File: config.mk
export PLATFORM = sky130hd
export DESIGN_NAME = weight_pingpong_buffer
export DESIGN_NICKNAME = d
export VERILOG_FILES = /design/src/rtl/weight_buffer_pkg.sv /design/src/rtl/weight_bank.sv /design/src/rtl/weight_pingpong_buffer.sv
export SDC_FILE = /design/constraint.sdc
export NUM_CORES = 1
export LEC_CHECK = 0
export BUFFER_PORTS_ARGS = -buffer_cell sky130_fd_sc_hd__buf_4
export CORE_MARGIN = 5
export CORE_UTILIZATION = 55
export CTS_CLUSTER_DIAMETER = 60
export DETAILED_ROUTE_END_ITERATION = 12
export PLACE_DENSITY_LB_ADDON = 0.2
export SYNTH_ARGS = -nofsm -noshare
export SYNTH_HDL_FRONTEND = slang
export SYNTH_SLANG_ARGS = --single-unit
File: constraint.sdc
create_clock -name clk -period 2.65 [get_ports clk]
set_input_delay 0.53 -clock clk [delete_from_list [all_inputs] [get_ports clk]]
set_output_delay 0.53 -clock clk [all_outputs]
set_load 0.03 [all_outputs]
File: src/rtl/weight_buffer_pkg.sv
// Shared definitions for the ping-pong weight buffer: geometry helpers,
// fill state encoding and the signed saturation helper used when the
// WEIGHT_BUFFER_SAT_EN build option is defined.
package weight_buffer_pkg;

    typedef enum logic [1:0] {
        FILL_IDLE = 2'd0,
        FILL_FILL = 2'd1,
        FILL_WAIT = 2'd2
    } fill_state_e;

    // Number of weights in one kernel.
    function automatic int unsigned ksize(input int unsigned h, input int unsigned w);
        return h * w;
    endfunction

    // Number of words needed to fill one bank.
    function automatic int unsigned total_words(input int unsigned nk,
                                                input int unsigned h,
                                                input int unsigned w);
        return nk * h * w;
    endfunction

    // Width of a counter that must hold 0..total inclusive.
    function automatic int unsigned count_width(input int unsigned total);
        return $clog2(total + 32'd1);
    endfunction

    // Width of an index selecting one of n items (at least one bit).
    function automatic int unsigned index_width(input int unsigned n);
        return (n <= 32'd1) ? 32'd1 : $clog2(n);
    endfunction

    // Clamp a signed 32-bit word to the signed range of a w-bit field.
    function automatic logic [31:0] saturate(input logic [31:0] d, input int unsigned w);
        logic signed [31:0] d_s;
        logic signed [31:0] max_v;
        logic signed [31:0] min_v;
        d_s   = $signed(d);
        max_v = (32'sd1 <<< (w - 32'd1)) - 32'sd1;
        min_v = -(32'sd1 <<< (w - 32'd1));
        if (d_s > max_v) begin
            return max_v;
        end else if (d_s < min_v) begin
            return min_v;
        end else begin
            return d;
        end
    endfunction

endpackage

File: src/rtl/weight_bank.sv
// One storage bank: NUM_KERNELS kernels of KSIZE weights, single write port
// addressed by (kernel, position) and a combinational kernel read mux.
// Storage is intentionally not reset; validity is tracked by the top level.
module weight_bank
    import weight_buffer_pkg::*;
#(
    parameter int unsigned WIDTH       = 4,
    parameter int unsigned KSIZE       = 9,
    parameter int unsigned NUM_KERNELS = 4
) (
    input  logic                                  clk,
    input  logic                                  wr_en,
    input  logic [index_width(NUM_KERNELS)-1:0]   wr_kernel,
    input  logic [index_width(KSIZE)-1:0]         wr_pos,
    input  logic [WIDTH-1:0]                      wr_data,
    input  logic [index_width(NUM_KERNELS)-1:0]   rd_kernel,
    output logic [KSIZE*WIDTH-1:0]                rd_data
);

    localparam int unsigned KW = index_width(NUM_KERNELS);
    localparam int unsigned PW = index_width(KSIZE);

    logic [KSIZE*WIDTH-1:0] mem_r [NUM_KERNELS];

    // Write one weight into its kernel slot; position 0 is the LSB slice.
    always_ff @(posedge clk) begin
        for (int k = 0; k < int'(NUM_KERNELS); k++) begin
            for (int p = 0; p < int'(KSIZE); p++) begin
                if (wr_en && (wr_kernel == KW'(k)) && (wr_pos == PW'(p))) begin
                    mem_r[k][p*WIDTH +: WIDTH] <= wr_data;
                end
            end
        end
    end

    // Select the requested kernel; out-of-range indices read as zero.
    always_comb begin
        rd_data = '0;
        for (int k = 0; k < int'(NUM_KERNELS); k++) begin
            if (rd_kernel == KW'(k)) begin
                rd_data = mem_r[k];
            end else begin
                rd_data = rd_data;
            end
        end
    end

endmodule

File: src/rtl/weight_pingpong_buffer.sv
// Ping-pong weight store: one bank is filled word-by-word from the AXI side
// while the other is presented to the consumer. A completed fill swaps in
// immediately when the presented bank is free (or released in the same
// cycle), otherwise it waits with data_ready low until the next release.
// Build option WEIGHT_BUFFER_SAT_EN: saturate signed input words to WIDTH
// bits instead of truncating them.
module weight_pingpong_buffer
    import weight_buffer_pkg::*;
#(
    parameter int unsigned WIDTH         = 4,
    parameter int unsigned WEIGHT_HEIGHT = 3,
    parameter int unsigned WEIGHT_WIDTH  = 3,
    parameter int unsigned NUM_KERNELS   = 4
) (
    input  logic                                        clk,
    input  logic                                        reset,
    input  logic [31:0]                                 data_in,
    input  logic                                        data_valid,
    output logic                                        data_ready,
    input  logic                                        clear,
    input  logic [index_width(NUM_KERNELS)-1:0]         kernel_index,
    input  logic                                        weights_release,
    output logic                                        weights_valid,
    output logic                                        active_bank,
    output logic [count_width(total_words(NUM_KERNELS, WEIGHT_HEIGHT, WEIGHT_WIDTH))-1:0] fill_count,
    output logic [WIDTH*WEIGHT_HEIGHT*WEIGHT_WIDTH-1:0] weights
);

    localparam int unsigned KSIZE = ksize(WEIGHT_HEIGHT, WEIGHT_WIDTH);
    localparam int unsigned TOTAL = total_words(NUM_KERNELS, WEIGHT_HEIGHT, WEIGHT_WIDTH);
    localparam int unsigned KW    = index_width(NUM_KERNELS);
    localparam int unsigned PW    = index_width(KSIZE);
    localparam int unsigned CW    = count_width(TOTAL);
    localparam int unsigned KBITS = KSIZE * WIDTH;

    fill_state_e      state_r;
    fill_state_e      state_next_s;
    logic [CW-1:0]    fill_count_r;
    logic [KW-1:0]    wr_kernel_r;
    logic [PW-1:0]    wr_pos_r;
    logic             active_bank_r;
    logic             fill_bank_r;
    logic             weights_valid_r;
    logic             accept_s;
    logic             last_s;
    logic             swap_s;
    logic             free_s;
    logic [WIDTH-1:0] wr_data_s;
    logic [1:0]       wr_en_s;
    logic [KBITS-1:0] rd_data0_s;
    logic [KBITS-1:0] rd_data1_s;

    assign data_ready    = (state_r != FILL_WAIT);
    assign accept_s      = data_valid && data_ready;
    assign last_s        = (fill_count_r == CW'(TOTAL - 1));
    assign weights_valid = weights_valid_r;
    assign active_bank   = active_bank_r;
    assign fill_count    = fill_count_r;

`ifdef WEIGHT_BUFFER_SAT_EN
    logic [31:0] sat_word_s;
    logic        sat_unused_s;
    assign sat_word_s   = saturate(data_in, WIDTH);
    assign wr_data_s    = sat_word_s[WIDTH-1:0];
    assign sat_unused_s = ^sat_word_s[31:WIDTH];
`else
    logic        data_unused_s;
    assign wr_data_s     = data_in[WIDTH-1:0];
    assign data_unused_s = ^data_in[31:WIDTH];
`endif

    // A cleared cycle writes nothing; otherwise the accepted word goes to the fill bank.
    always_comb begin
        wr_en_s    = 2'b00;
        wr_en_s[0] = accept_s && !clear && !fill_bank_r;
        wr_en_s[1] = accept_s && !clear && fill_bank_r;
    end

    // Fill state register.
    always_ff @(posedge clk or negedge reset) begin
        if (!reset) begin
            state_r <= FILL_IDLE;
        end else begin
            state_r <= state_next_s;
        end
    end

    // Next fill state plus swap / free decisions; clear overrides everything.
    always_comb begin
        state_next_s = state_r;
        swap_s       = 1'b0;
        if (clear) begin
            state_next_s = FILL_IDLE;
        end else begin
            case (state_r)
                FILL_IDLE, FILL_FILL: begin
                    if (accept_s) begin
                        if (last_s) begin
                            if (!weights_valid_r || weights_release) begin
                                swap_s       = 1'b1;
                                state_next_s = FILL_IDLE;
                            end else begin
                                state_next_s = FILL_WAIT;
                            end
                        end else begin
                            state_next_s = FILL_FILL;
                        end
                    end else begin
                        state_next_s = state_r;
                    end
                end
                FILL_WAIT: begin
                    if (weights_release) begin
                        swap_s       = 1'b1;
                        state_next_s = FILL_IDLE;
                    end else begin
                        state_next_s = FILL_WAIT;
                    end
                end
                default: begin
                    state_next_s = FILL_IDLE;
                end
            endcase
        end
        free_s = weights_release && weights_valid_r && !swap_s && !clear;
    end

    // Fill counters, bank roles and presented-bank validity.
    always_ff @(posedge clk or negedge reset) begin
        if (!reset) begin
            fill_count_r    <= '0;
            wr_kernel_r     <= '0;
            wr_pos_r        <= '0;
            active_bank_r   <= 1'b0;
            fill_bank_r     <= 1'b0;
            weights_valid_r <= 1'b0;
        end else if (clear) begin
            fill_count_r    <= '0;
            wr_kernel_r     <= '0;
            wr_pos_r        <= '0;
            fill_bank_r     <= ~active_bank_r;
            weights_valid_r <= 1'b0;
        end else if (swap_s) begin
            fill_count_r    <= '0;
            wr_kernel_r     <= '0;
            wr_pos_r        <= '0;
            active_bank_r   <= fill_bank_r;
            fill_bank_r     <= ~fill_bank_r;
            weights_valid_r <= 1'b1;
        end else begin
            if (accept_s) begin
                fill_count_r <= fill_count_r + CW'(1);
                if (wr_pos_r == PW'(KSIZE - 1)) begin
                    wr_pos_r    <= '0;
                    wr_kernel_r <= wr_kernel_r + KW'(1);
                end else begin
                    wr_pos_r <= wr_pos_r + PW'(1);
                end
            end
            if (free_s) begin
                weights_valid_r <= 1'b0;
            end
        end
    end

    weight_bank #(
        .WIDTH       (WIDTH),
        .KSIZE       (KSIZE),
        .NUM_KERNELS (NUM_KERNELS)
    ) u_bank0 (
        .clk       (clk),
        .wr_en     (wr_en_s[0]),
        .wr_kernel (wr_kernel_r),
        .wr_pos    (wr_pos_r),
        .wr_data   (wr_data_s),
        .rd_kernel (kernel_index),
        .rd_data   (rd_data0_s)
    );

    weight_bank #(
        .WIDTH       (WIDTH),
        .KSIZE       (KSIZE),
        .NUM_KERNELS (NUM_KERNELS)
    ) u_bank1 (
        .clk       (clk),
        .wr_en     (wr_en_s[1]),
        .wr_kernel (wr_kernel_r),
        .wr_pos    (wr_pos_r),
        .wr_data   (wr_data_s),
        .rd_kernel (kernel_index),
        .rd_data   (rd_data1_s)
    );

    // Present the active bank's kernel, gated to zero while no valid set is held.
    always_comb begin
        weights = '0;
        if (weights_valid_r) begin
            weights = active_bank_r ? rd_data1_s : rd_data0_s;
        end else begin
            weights = '0;
        end
    end

endmodule

======== After elaboration in Yosys (flattened, before gate mapping) ========
Memory sizes are Yosys's and may differ from the RTL's.
Cells that the tools add are included.
storage, ports and cells
  memories ................................ 2
  RAM bits ................................ 288
  word-level logic and storage cells ...... 343
  output and inout bits ................... 45
  register bits after elaboration ......... 17
memory list
  name           words  width  read ports  clocked after memory_dff  write ports  RTL line           source
  u_bank0.mem_r  4      36     4           0                         1            weight_bank.sv:23  logic [KSIZE*WIDTH-1:0] mem_r [NUM_KERNELS];
  u_bank1.mem_r  4      36     4           0                         1            weight_bank.sv:23
operators by class
  add/subtract/negate cells ............... 3
  bitwise operators ....................... 3
  reduce and logical (&&, ||, !) cells .... 109
  equal/unequal tests ..................... 19
  mux-type cells .......................... 200
operators by type and width
  operator                                                         number
  36-bit two-way mux                                               16
  36-bit OR reduction                                              6
  1-bit two-way mux                                                154
  1-bit logical AND                                                87
  9-bit two-way mux                                                6
  2-bit two-way mux                                                15
  6-bit two-way mux                                                3
  4-bit by 3-bit == test with 1-bit output, second input constant  4
  4-bit two-way mux                                                4
  2-bit == test, second input constant                             5
  3-bit nonzero test                                               3
  4-bit by 2-bit == test with 1-bit output, second input constant  2
  6-bit by 1-bit adder with 6-bit output, second input constant    1
  2-bit by 1-bit == test with 1-bit output, second input constant  3
  6-bit == test, second input constant                             1
  2-bit logical NOT                                                3
  4-bit by 1-bit adder with 4-bit output, second input constant    1
  4-bit by 1-bit == test with 1-bit output, second input constant  1
  4-bit == test, second input constant                             1
  1-bit logical NOT                                                4
  4-bit logical NOT                                                1
  2-bit case mux with 2 select lines                               1
  2-bit AND reduction                                              2
  3-bit inequality test, second input constant                     1
  7 further kinds                                                  9

======== Logic depth before layout (Yosys ltp) ========
Gate-level depths: netlist of run 1.
  depth after elaboration ................. 13
  gate-level depth with buffers ........... 7
  gate-level depth less buffers ........... 6

======== Modules after synthesis ========
From an unflattened synthesis of run 1, not the netlist that was laid out.
unflattened totals
  cells, all modules ...................... 664
  area, all modules ....................... 12517.0 um2
modules (own cells, without submodules)
  module                  area each (um2)  cells each  instances  sequential area each (um2)
  weight_bank             5441.5           238         2          4324.1
  weight_pingpong_buffer  1634.1           188         1          425.4

======== Least setup slack after synthesis of run 1 ========
OpenSTA, ideal clock, no wires.
  kind .................................... reg-to-output
  start point ............................. register active_bank_r (netlist: active_bank)
  end point ............................... output port weights[17]
  cell stages (with the launch flop) ...... 7
  required time ........................... 2120 ps
  path slack .............................. -44 ps
  data arrival time ....................... 2164 ps
  buffers on the path ..................... 4
  cell sequence ........................... dfrtp_1 > buf_2 > buf_2 > buf_4 > buf_2 > nand2_1 > a21boi_0
on the way
  word-level cells in the longest chain between the ends .. 2
RTL lines
  item                    RTL line                       source
  start, declared         weight_pingpong_buffer.sv:41   logic active_bank_r;
  start signal, assigned  weight_pingpong_buffer.sv:147  active_bank_r <= fill_bank_r;
  36-bit two-way mux      weight_pingpong_buffer.sv:198  weights = active_bank_r ? rd_data1_s : rd_data0_s;
  36-bit two-way mux      weight_pingpong_buffer.sv:197  if (weights_valid_r) begin
  end, declared           weight_pingpong_buffer.sv:26   output logic [WIDTH*WEIGHT_HEIGHT*WEIGHT_WIDTH-1:0] weights
Every way passes these cells.

======== Final worst setup path of run 1 ========
  start point ............................. register active_bank_r (netlist: active_bank)
  end point ............................... output port weights[15]
Same word-level chain as after synthesis.

==> impl_metrics.toml, run 1 <==
[status]
status = "finished, violations left"
violations = "negative setup slack"

[finish]
layout_commonest_cell = "edfxtp_1"
nets = 874
layout_common_cells = "288 x edfxtp_1, 92 x nor2_1, 77 x buf_4"
syn2layout_area_growth_pct = 15.5
final_layout_size_suffix_gt1_share_pct = 23.6
finish.instance_area_um2 = 14400
diodes = 0

[synth]
synthDistinctLibCells = 40
synth_top_area_share_pct = 69.4
yosys.area.top_type = "edfxtp_1"
synth-seq-cells = 305
syn_inst = 746
synth_ff_type = "edfxtp_1"
yosys_warnings = 0
synth_area_um2 = 12500
synth-seq-area-share_pct = 72.8
async_flop_share_pct = 5.57
synth-edff-count = 288
synth.avg_cell_area_um2 = 16.7
synth_nets = 794
synth.area.top_cells = "edfxtp_1 69%, mux4_2 10%, dfrtp_1 3.4%, nor2_1 2.8%, nand2_1 2.0%"

[hold_path]
hold_path_depth = 2
holdCritStartpoint = "weights_release"
hp-class = "in2reg"

[grt]
gr-total-overflow = 0
track_usage_pct = 20.3
antenna_found_initial = 0
grt_max_degree = 73
grt_pass1_wl_um = 40400
grt_pass1_vias = 7057

[sta]
slew_headroom_pct = 49.3
setup_violations = 3
period_minus_slack_ns = 2.67
skew_ns = 0.0114
hold_viol_final = 0
max_slew.worst_pin.slew_ns = 0.761
finalMaxSlewViolations = 0
max_freq_ghz = 0.374
fin_crit_sh_pct = 101
whs_ns = 0.167
timing.final.ws_setup_ns = -0.0212
rsz0062_at_grt = "true"

[clock_network]
htree_levels = 1
clockBufferDepth = 3
clkTransAtPathRegs_ns = 0.06
numCtsBuffers = 30
clock-sinks = 305
cts_tree = "built"
clkLatencyLatePin_ns = 0.54
cts_root_buffer = "clkbuf_16"

[place]
portBuffers = 55
place_area_um2 = 13300
place.gp.congestion = 0.818
dp_hpwl_um = 15600

[route]
drc = 0
drtIter0Drc = 551
routed_wl_um = 25600
first_pass_iters = 4
wl_per_cell_um = 22.6
ant_nets = 0
num_vias = 6654
via_per_inst = 5.88

[setup_path]
worst_setup_path_end_kind = "output port"
worst-path-max-fanout = 12
startpoint = "active_bank"
r2r-start = "state_r[1]"
crit_type = "reg2out"
r2r_setup_slack_ns = 0.18
required_ns = 2.12
reg2reg_depth = 5
endpoint = "weights[15]"
startpoint_type = "flop"
reg2reg_to = "u_bank0.mem_r[3][2]"
crit_arrival_ns = 2.14

[power]
powerDensity_nw_per_um2 = 682
p_leak_nw = 4.84
irDropWorstVdd_v = 0.000575

[floorplan]
rows = 55
die_w_um = 161
dieArea_um2 = 25800
core_area_um2 = 22500
die_h_um = 161
start_util_pct = 55.4
boundaryPins = 84

[run]
drv_cap = 0
## cells in the mapped netlist (4+ instances only)
| cell type | count |
|---|---|
| a21boi_0 | 20 |
| a21oi_1 | 24 |
| and2_1 | 4 |
| buf_2 | 16 |
| buf_4 | 7 |
| clkbuf_1 | 16 |
| dfrtp_1 | 17 |
| edfxtp_1 | 288 |
| ha_1 | 9 |
| inv_1 | 14 |
| mux2_2 | 8 |
| mux2i_1 | 22 |
| mux4_2 | 58 |
| nand2_1 | 65 |
| nand3_1 | 7 |
| nor2_1 | 92 |
| nor2b_1 | 13 |
| nor3_1 | 9 |
| o21ai_0 | 26 |
| xor2_1 | 5 |
## layer usage
metal,up-vias,GRT usage (%),wire length [µm]
li1,3008,-,-
met1,3383,28.2,10600
met2,220,33.5,12800
met3,43,3.82,1750
met4,0,5.28,485
met5,-,0,0
## report_power, final
| part | internal (mW) | total, mW | switching, mW |
|---|---|---|---|
| clock network | 2.43 | 4.14 | 1.72 |
| logic | 0.144 | 0.378 | 0.234 |
| registers | 5.28 | 5.29 | 0.00970 |
## how the worst min path moves through the flow
stage	to	slack, ns
after floorplan	active_bank	0.23
after global placement	fill_count[1]	0.40
after detailed placement	fill_count[0]	0.41
after CTS	state_r[1]	0.15
after global routing	state_r[1]	0.16
final	state_r[1]	0.17
## cells by family (layout without fill, tap and decap cells)
family / Yosys count / after routing / share of synthesized area (%)
AND/OR/NAND/NOR: 207 / 207 / 7.28
multiplexers: 88 / 88 / 13.0
adder cells (fa/ha/maj): 9 / 9 / 0.904
flip-flops: 305 / 305 / 72.8
XOR/XNOR: 6 / 6 / 0.422
buffers and inverters: 54 / 155 / 2.00
AO/OA/AOI/OAI: 77 / 77 / 3.61
## through the flow
stage | worst slack (ns) | std cells | setup TNS, ns | util, % | total power [mW]
global route | -0.121 | 1132 | -0.881 | 63.9 | 10.1
finish | -0.0212 | 1132 | -0.0331 | 63.9 | 9.81
floorplan | 0.138 | 746 | 0 | - | 5.61
CTS | -0.0571 | 1129 | -0.234 | 63.8 | 9.89
global placement | 0.181 | 1072 | 0 | 59.1 | 5.76
detailed placement | 0.130 | 1072 | 0 | 59.1 | 5.77
## final cells by class
cell class / count / area [µm²]
flip-flops and latches: 305 / 9070
fillers: 1563 / 8110
multi-input cells: 387 / 3150
clock buffers: 36 / 795
repair buffers: 87 / 783
well taps: 285 / 357
clock inverters: 17 / 174
inverters: 15 / 58.8
## critical path: stages (launching register included)
cell     delay (ns)
dfrtp_2        0.46
buf_12         0.19
mux4_2         0.52
mux2i_1        0.14
nor2b_1        0.09
buf_4          0.18
## repair_timing
action | CTS | global route
pin swaps | 0 | 2
setup buffers | 1 | 3
gates cloned | 2 | 0
endpoints found under the setup margin | 31 | 19
resized for setup | 4 | 6
hold buffers | 1 | 0
hold endpoints to repair | 17 | 0
## flip-flops by register name, summed over array words and instances, names as in the netlist
signal,cells
u_bank1.mem_r,144
active_bank,1
u_bank0.mem_r,144
state_r,2
wr_pos_r,4
fill_bank_r,1
wr_kernel_r,2
weights_valid,1
fill_count,6
Note: power is estimated with default switching activity, not from simulation.
==> run 2: changes to the inputs <==
- CELL_PAD_IN_SITES_DETAIL_PLACEMENT: default -> 1
- CELL_PAD_IN_SITES_GLOBAL_PLACEMENT: default -> 1
- CORE_UTILIZATION: 55 -> 51
==> impl_metrics.toml, run 2 (same netlist as run 1, synthesis figures left out) <==
[setup_path]
required_ns = 2.12
r2r-start = "state_r[1]"
worst-path-max-fanout = 10
startpoint_type = "flop"
worst_setup_path_end_kind = "output port"
reg2reg_depth = 5
startpoint = "active_bank"
r2r_setup_slack_ns = 0.11
reg2reg_to = "u_bank0.mem_r[1][23]"
endpoint = "weights[15]"
crit_type = "reg2out"
crit_arrival_ns = 2.14

[grt]
track_usage_pct = 21.7
grt_pass1_vias = 7675
grt_pass1_wl_um = 46700
gr-total-overflow = 0
antenna_found_initial = 0
grt_max_degree = 73

[route]
drtIter0Drc = 489
via_per_inst = 5.77
drc = 0
wl_per_cell_um = 25.1
routed_wl_um = 29600
ant_nets = 0
first_pass_iters = 5
num_vias = 6829

[clock_network]
cts_root_buffer = "clkbuf_16"
numCtsBuffers = 34
clkLatencyLatePin_ns = 0.50
clkTransAtPathRegs_ns = 0.06
clock-sinks = 305
clockBufferDepth = 3
htree_levels = 2
cts_tree = "built"

[floorplan]
boundaryPins = 84
start_util_pct = 51.5
dieArea_um2 = 27700
die_w_um = 166
rows = 57
core_area_um2 = 24200
die_h_um = 166

[sta]
period_minus_slack_ns = 2.67
setup_violations = 4
max_slew.worst_pin.slew_ns = 0.809
max_freq_ghz = 0.375
skew_ns = 0.0242
finalMaxSlewViolations = 0
hold_viol_final = 0
finalSetupTns_ns = -0.0511
timing.final.ws_setup_ns = -0.0163
rsz0062_at_grt = "true"
slew_headroom_pct = 46.1
whs_ns = 0.198
fin_crit_sh_pct = 101

[place]
place.gp.congestion = 0.769
place_ws_ns = 0.106
portBuffers = 55
place_area_um2 = 13400
dp_hpwl_um = 18600

[status]
status = "finished, violations left"
violations = "negative setup slack"

[hold_path]
hp-class = "in2reg"

[finish]
diodes = 0
finish.instance_area_um2 = 14600
finalCoreUtilization_pct = 60.3
final_layout_size_suffix_gt1_share_pct = 25.1
nets = 884
nFillCells = 2180
syn2layout_area_growth_pct = 17.1
layout_commonest_cell = "edfxtp_1"
layout_common_cells = "288 x edfxtp_1, 90 x nor2_1, 83 x buf_4"

[run]
drv_cap = 0

[power]
p_leak_nw = 4.92
irDropWorstVdd_v = 0.000651
powerDensity_nw_per_um2 = 697
==> run 2: cell count changes in the layout (fill, tap and decap cells not counted), moves of 3 or more <==
cell,change
buf_4,+6
clkbuf_16,+5
clkinv_4,-3
clkinv_2,+5
==> run 2: worst min-delay path by stage <==
| stage | start | to | slack [ns] | cells past startpoint |
|---|---|---|---|---|
| floorplan | reset | active_bank | 0.23 | 0 |
| global placement | reset | fill_count[0] | 0.41 | 1 |
| detailed placement | reset | fill_count[0] | 0.41 | 1 |
| CTS | weights_release | state_r[1] | 0.19 | 2 |
| global route | weights_release | state_r[1] | 0.19 | 2 |
| finish | weights_release | state_r[1] | 0.20 | 2 |
==> run 2: routing by layer <==
layer	wire (µm)	global-route usage, %
met5	0	0
met4	482	4.34
met3	1040	2.88
met2	15700	38.6
met1	12400	29.2
==> run 2: where the power goes <==
| part | switching [mW] | internal [mW] | total, mW |
|---|---|---|---|
| registers | 0.0104 | 5.29 | 5.30 |
| clock network | 1.81 | 2.67 | 4.48 |
| logic | 0.251 | 0.152 | 0.403 |
==> run 2: stage by stage <==
step / instances / power [mW]
after floorplan: 746 / 5.61
final: 1183 / 10.2
after global placement: 1119 / 5.77
after detailed placement: 1119 / 5.79
after global routing: 1183 / 10.5
after CTS: 1181 / 10.2
==> run 2: repair_timing <==
action,in CTS,in global routing
hold buffers,1,0
setup buffers,1,1
gates cloned,1,1
hold endpoints to repair,17,0
gates resized for setup,7,9
setup endpoints to repair,20,20
==> run 2: layout make-up <==
type                    instances  area [µm²]  area share, %
clock buffers                  44         930           6.37
multi-input cells             387        3160           21.7
repair buffers                 93         833           5.71
flip-flops and latches        305        9070           62.2
clock inverters                15         128          0.875
well taps                     324         405           2.78
inverters                      15        56.3          0.386
==> run 2: worst max-delay path, stage by stage, from the launching register on <==
cell,delay [ns]
dfrtp_2,0.37
buf_12,0.17
clkbuf_16,0.18
mux4_2,0.53
mux2i_1,0.15
nor2b_1,0.06
buf_4,0.16
